--- src/rtl/zilla_lsu_req.sv ---
// zilla_lsu_req: load/store request issue stage.
//
// Takes one execute-stage memory request at a time. It forms the effective
// address (base + offset), screens the request for illegal encodings and
// misalignment, and then drives one write or read transaction on the memory
// interface.
//
// Ports:
//   mem_clk, mem_rst      clock (rising edge); asynchronous active-low reset
//   req_valid_i/ready_o   request handshake; ready only in idle
//   is_load_i, is_store_i request type
//   funct3_i              access size / signedness code
//   base_i, offset_i      address operands
//   store_data_i          LSB-justified store operand
//   stall_i               holds an issued transaction on the memory interface
//   wr_en_o, wr_addr_o, wr_data_o   memory write channel
//   rd_en_o, rd_addr_o              memory read channel
//   byte_en_o, sign_bit_o           lane enables and signed-load flag
//   load_done_o           load data valid at the memory-interface output
//   misalign_o, bad_addr_o          misaligned-access pulse and faulting address
//   illegal_o             illegal-request pulse
module zilla_lsu_req #(
    parameter int unsigned DATA_WIDTH = 32
) (
    input  logic                  mem_clk,
    input  logic                  mem_rst,
    input  logic                  req_valid_i,
    output logic                  req_ready_o,
    input  logic                  is_load_i,
    input  logic                  is_store_i,
    input  logic [2:0]            funct3_i,
    input  logic [DATA_WIDTH-1:0] base_i,
    input  logic [DATA_WIDTH-1:0] offset_i,
    input  logic [DATA_WIDTH-1:0] store_data_i,
    input  logic                  stall_i,
    output logic                  wr_en_o,
    output logic                  rd_en_o,
    output logic [DATA_WIDTH-1:0] wr_addr_o,
    output logic [DATA_WIDTH-1:0] rd_addr_o,
    output logic [DATA_WIDTH-1:0] wr_data_o,
    output logic [3:0]            byte_en_o,
    output logic                  sign_bit_o,
    output logic                  load_done_o,
    output logic                  misalign_o,
    output logic [DATA_WIDTH-1:0] bad_addr_o,
    output logic                  illegal_o
);

    typedef enum logic [1:0] {
        StIdle,
        StStIssue,
        StLdIssue,
        StLdResp
    } state_e;

    state_e                state_q, state_d;
    logic [3:0]            be_q, be_d;
    logic                  sign_q, sign_d;
    logic [DATA_WIDTH-1:0] wr_addr_q, wr_addr_d;
    logic [DATA_WIDTH-1:0] rd_addr_q, rd_addr_d;
    logic [DATA_WIDTH-1:0] wr_data_q, wr_data_d;
    logic [DATA_WIDTH-1:0] bad_addr_q, bad_addr_d;
    logic                  misalign_q, misalign_d;
    logic                  illegal_q, illegal_d;

    logic [DATA_WIDTH-1:0] ea;
    logic                  accept;
    logic                  ld_f3_ok, st_f3_ok;
    logic                  req_illegal, req_misal;
    logic [3:0]            size_mask;

    assign ea     = base_i + offset_i;
    assign accept = req_valid_i && req_ready_o;

    always_comb begin
        ld_f3_ok = 1'b0;
        st_f3_ok = 1'b0;
        case (funct3_i)
            3'b000, 3'b001, 3'b010: begin
                ld_f3_ok = 1'b1;
                st_f3_ok = 1'b1;
            end
            3'b100, 3'b101: ld_f3_ok = 1'b1;
            default: ;
        endcase
    end

    assign req_illegal = (is_load_i && is_store_i)
                       || (is_load_i && !ld_f3_ok)
                       || (is_store_i && !st_f3_ok);

    // funct3[1:0] encodes size: 00 byte, 01 half, 10 word.
    assign req_misal = ((funct3_i[1:0] == 2'b01) && ea[0])
                     || ((funct3_i[1:0] == 2'b10) && (ea[1:0] != 2'b00));

    always_comb begin
        case (funct3_i[1:0])
            2'b00:   size_mask = 4'b0001;
            2'b01:   size_mask = 4'b0011;
            default: size_mask = 4'b1111;
        endcase
    end

    always_comb begin
        state_d    = state_q;
        be_d       = be_q;
        sign_d     = sign_q;
        wr_addr_d  = wr_addr_q;
        rd_addr_d  = rd_addr_q;
        wr_data_d  = wr_data_q;
        bad_addr_d = bad_addr_q;
        misalign_d = 1'b0;
        illegal_d  = 1'b0;

        case (state_q)
            StIdle: begin
                // A valid request flagged as neither load nor store is dropped.
                if (accept) begin
                    if (req_illegal) begin
                        illegal_d = 1'b1;
                    end else if ((is_load_i || is_store_i) && req_misal) begin
                        misalign_d = 1'b1;
                        bad_addr_d = ea;
                    end else if (is_store_i) begin
                        state_d   = StStIssue;
                        wr_addr_d = ea;
                        wr_data_d = store_data_i << {ea[1:0], 3'b000};
                        be_d      = size_mask << ea[1:0];
                        sign_d    = 1'b0;
                    end else if (is_load_i) begin
                        state_d   = StLdIssue;
                        rd_addr_d = ea;
                        // Load lanes are unshifted; downstream selects from the address.
                        be_d      = size_mask;
                        sign_d    = ~funct3_i[2];
                    end
                end
            end
            StStIssue: if (!stall_i) state_d = StIdle;
            StLdIssue: if (!stall_i) state_d = StLdResp;
            StLdResp:  state_d = StIdle;
            default:   state_d = StIdle;
        endcase
    end

    always_ff @(posedge mem_clk or negedge mem_rst) begin
        if (!mem_rst) begin
            state_q    <= StIdle;
            be_q       <= '0;
            sign_q     <= 1'b0;
            wr_addr_q  <= '0;
            rd_addr_q  <= '0;
            wr_data_q  <= '0;
            bad_addr_q <= '0;
            misalign_q <= 1'b0;
            illegal_q  <= 1'b0;
        end else begin
            state_q    <= state_d;
            be_q       <= be_d;
            sign_q     <= sign_d;
            wr_addr_q  <= wr_addr_d;
            rd_addr_q  <= rd_addr_d;
            wr_data_q  <= wr_data_d;
            bad_addr_q <= bad_addr_d;
            misalign_q <= misalign_d;
            illegal_q  <= illegal_d;
        end
    end

    // Ready is gated by reset so it reads 0 while reset is held.
    assign req_ready_o = (state_q == StIdle) && mem_rst;
    assign wr_en_o     = (state_q == StStIssue);
    assign rd_en_o     = (state_q == StLdIssue);
    assign load_done_o = (state_q == StLdResp);
    assign byte_en_o   = (state_q == StIdle) ? 4'b0000 : be_q;
    assign sign_bit_o  = (state_q == StIdle) ? 1'b0 : sign_q;
    assign wr_addr_o   = wr_addr_q;
    assign rd_addr_o   = rd_addr_q;
    assign wr_data_o   = wr_data_q;
    assign bad_addr_o  = bad_addr_q;
    assign misalign_o  = misalign_q;
    assign illegal_o   = illegal_q;

endmodule

--- config.mk ---
export PLATFORM = sky130hd
export DESIGN_NAME = zilla_lsu_req
export DESIGN_NICKNAME = d
export VERILOG_FILES = /design/src/rtl/zilla_lsu_req.sv
export SDC_FILE = /design/constraint.sdc
export NUM_CORES = 1
export LEC_CHECK = 0
export CAP_MARGIN = 10
export CORE_UTILIZATION = 47
export DETAILED_ROUTE_END_ITERATION = 8
export GPL_ROUTABILITY_DRIVEN = 0
export MAX_ROUTING_LAYER = met4
export PLACE_DENSITY = 0.82
export RECOVER_POWER = 100
export SLEW_MARGIN = 40
export SYNTH_ARGS = -nofsm -noshare
export SYNTH_HDL_FRONTEND = slang
export SYNTH_SLANG_ARGS = --single-unit
--- constraint.sdc ---
create_clock -name mem_clk -period 2.9 [get_ports mem_clk]
set_input_delay 0.29 -clock mem_clk [delete_from_list [all_inputs] [get_ports mem_clk]]
set_output_delay 0.29 -clock mem_clk [all_outputs]
set_load 0.01 [all_outputs]
==> impl_metrics.csv <==
group,metric,value,unit
status,status,"completed",
global_routing,gr-total-overflow,0,
worst_setup_path,cp.buffers_inverters,1,
clock_network,cts_buffer_depth,2,
yosys,synthArstFlopShare,100,%
yosys,synth_cell_types,62,
clock_network,h-tree-depth,4,
clock_network,cts_made_buffers,17,
floorplanning,initial_core_util,48.4,%
yosys,synth_cells,748,
cells_and_area,final_nets,1179,
worst_setup_path,crit_required,3.19,ns
yosys,ys_ff_latch,137,
routing,drtIter0Drc,440,
cells_and_area,fillers,1129,
power_and_ir_drop,p_leak,5.10,nW
routing,via_count,6791,
routing,vias_per_cell,5.37,
placement,portBuffers,243,
sta,hold_viol_final,0,
cells_and_area,most-common-layout-cells,"140 x dlygate4sd3_1, 137 x dfrtp_1, 120 x nand2_1",
clock_network,cts_root_buf,"clkbuf_16",
job,drv_cap,0,
routing,drc,0,
sta,slew_headroom,11.2,%
worst_setup_path,crit_family,"compound AO/OA/AOI/OAI gates",
worst_setup_path,rr_startpoint,"state_q[0]",
cells_and_area,num_antenna_cells,0,
worst_setup_path,critical_path_class,"input port to register",
worst_setup_path,end_kind,"register",
floorplanning,fp.dieArea,16200,um^2
worst_setup_path,critPathLaunch,"base_i[11]",
sta,final.setup.tns,0,ns
yosys,yosysSeqAreaShare,46.4,%
yosys,synth_edf_count,0,
yosys,synth_area,7380,um^2
global_routing,antenna_found_initial,0,
worst_setup_path,slowest_stage,"nor4_1",
sta,final-setup-viol-count,0,
worst_setup_path,critPathCapture,"rd_addr_o[24]",
sta,maxSlewViolCount,0,
clock_network,worst_skew_pair.late_latency,0.41,ns
yosys,synth-main-ff-cell,"dfrtp_1",
routing,dr.pass1.iters,5,
floorplanning,core,15300,um^2
worst_setup_path,critPathArrivalTime,3.05,ns
sta,period_needed,2.77,ns
floorplanning,rows,45,
routing,routedWlPerCell,17.2,um
worst_setup_path,rr_worst_depth,7,
floorplanning,dieHeight,127,um
sta,grt_setup_unrepaired,"no",
global_routing,grtUsageTotal,28.4,%
worst_setup_path,path_cells,"clkdlybuf4s50_1 > ha_1 > nand3_1 > nor4_1 > o211ai_1 > a41oi_2 > nand2_2 > o221ai_2 > xnor2_1 > o21ai_1",
routing,drtAntennaViolNets,0,
routing,routed_wl,21800,um
worst_setup_path,cp-start-kind,"input port",
clock_network,post_cts_buffers,0,
worst_setup_path,slowest_delay,0.48,ns
clock_network,cts.clk_slew.worst_paths,0.06,ns
cells_and_area,mostFrequentLayoutCell,"dlygate4sd3_1",
cells_and_area,syn2layout_area_growth,48.9,%
clock_network,cts_tree,"yes",
global_routing,grt_pass1_wl,34400,um
floorplanning,die_x,127,um
clock_network,cts.sinks,137,
yosys,yosysWarnings,0,
placement,dp_cells,1233,
yosys,avgSynthCellArea,9.87,um^2
worst_setup_path,r2r_setup_slack,0.46,ns
worst_hold_path,holdCritPathClass,"input port to async pin",
sta,tightestPinTransition,1.33,ns
power_and_ir_drop,power_density,832,nW/um^2
sta,post-route-period-util,95.4,%
cells_and_area,drive_above_1_share,14.8,%
global_routing,grt_max_degree,54,
worst_setup_path,reg2reg_to,"rd_addr_o[29]",
placement,hpwl,16500,um
floorplanning,io_pins,244,
cells_and_area,stdcell_count,1265,
global_routing,grt_pass1_vias,6805,
power_and_ir_drop,irDropWorstVdd,0.625,mV
sta,max_freq,362,MHz
sta,finalHoldWorstSlack,0.374,ns
sta,fin_worst_skew,0.00361,ns
worst_setup_path,cp_max_fo,6,
worst_setup_path,cp.depth,10,
yosys,synthesis.nets,885,
## area by class of cell
class | count | area [um^2] | area share [%]
repair buffers | 311 | 2950 | 26.8
inverters | 14 | 52.6 | 0.478
multi-input cells | 561 | 3740 | 34.0
flip-flops and latches | 137 | 3430 | 31.2
clock inverters | 9 | 98.8 | 0.899
well taps | 211 | 264 | 2.40
clock buffers | 22 | 464 | 4.22
## metal layers
metal / vias up / global-route usage, % / wire length, um
met2: 284 / 45.0 / 10300
met5: - / - / 0
met1: 3245 / 34.9 / 9190
met3: 28 / 8.00 / 1940
li1: 3234 / - / -
met4: 0 / 9.80 / 313
## where the power goes
part	total, W	switching, W	leakage (nW)	internal, W
clock	0.00209	0.000797	0.283	0.00130
combinational	0.00378	0.00174	3.08	0.00204
sequential	0.00327	0.000487	1.74	0.00278
## per-stage QoR
stage / area [um^2] / setup slack, ns / utilization [%] / power [W]
2_1_floorplan: 7380 / 0.388 / - / 0.00491
3_3_place_gp: 10500 / -0.260 / 69.0 / 0.00736
3_5_place_dp: 10500 / -0.281 / 69.0 / 0.00746
4_1_cts: 11100 / 0.117 / 72.8 / 0.00959
5_1_grt: 11000 / 0.0149 / 72.0 / 0.00967
6_report: 11000 / 0.134 / 72.0 / 0.00914
## cell families (layout without fill, tap and decap cells)
group                      Yosys count  after routing  share of synthesized area [%]
and+or+nand+nor                    235            235                           14.2
AOI/OAI and AO/OA                  194            194                           16.8
DFF                                137            137                           46.4
muxes                               74             74                           11.0
buffers and inverters               50            356                           2.88
adders and majority gates           32             32                           5.53
xor gates and xnor gates            26             26                           3.08
## registers in the layout, summed over array words and instances, names as in the netlist
| name | count |
|---|---|
| misalign_o | 1 |
| rd_addr_o | 32 |
| wr_data_o | 32 |
| illegal_o | 1 |
| be_q | 4 |
| wr_addr_o | 32 |
| state_q | 2 |
| sign_q | 1 |
| bad_addr_o | 32 |
## cells in the mapped netlist, types with 2 or more instances
| cell | number | area share, % |
|---|---|---|
| dfrtp_1 | 137 | 46 |
| nand2_1 | 121 | 6.2 |
| o21ai_0 | 63 | 4.3 |
| mux2_2 | 58 | 8.8 |
| a21oi_1 | 52 | 3.5 |
| nor2_1 | 43 | 2.2 |
| ha_1 | 31 | 5.3 |
| clkbuf_1 | 24 | 1.2 |
| nor2b_1 | 21 | 1.8 |
| xnor2_1 | 18 | 2.1 |
| mux2i_1 | 16 | 2.2 |
| o31ai_1 | 16 | 1.6 |
| inv_1 | 14 | 0.71 |
| nand3_1 | 14 | 0.95 |
| a211oi_1 | 11 | 1.1 |
| nor3_1 | 9 | 0.61 |
| o21ai_1 | 8 | 0.54 |
| xor2_1 | 8 | 0.95 |
| nand2b_1 | 7 | 0.59 |
| a211o_1 | 5 | 0.59 |
| a21o_1 | 5 | 0.51 |
| buf_2 | 5 | 0.34 |
| o21a_1 | 5 | 0.51 |
| buf_1 | 4 | 0.20 |
| a31o_2 | 3 | 0.36 |
| and2_1 | 3 | 0.25 |
| o211ai_1 | 3 | 0.31 |
| a211oi_2 | 2 | 0.34 |
| a21o_2 | 2 | 0.24 |
| a22oi_1 | 2 | 0.20 |
| a31oi_1 | 2 | 0.17 |
| and3_1 | 2 | 0.17 |
| and4_1 | 2 | 0.24 |
| buf_6 | 2 | 0.31 |
| nor3b_1 | 2 | 0.20 |
| nor4_1 | 2 | 0.17 |
## how the worst min path moves through the flow
stage	from	to	cells after the start
floorplan	mem_rst	bad_addr_o[0]	0
global placement	mem_rst	wr_data_o[0]	1
detailed placement	mem_rst	wr_data_o[0]	1
CTS	mem_rst	wr_data_o[0]	2
global route	mem_rst	wr_data_o[9]	2
finish	mem_rst	wr_data_o[0]	2
## repair_timing
item,CTS,global route
gates resized for setup,0,3
setup endpoints to repair,0,12
hold buffers,1,0
endpoints found under the hold margin,42,0
No activity file was read; power rests on OpenSTA's default activity.
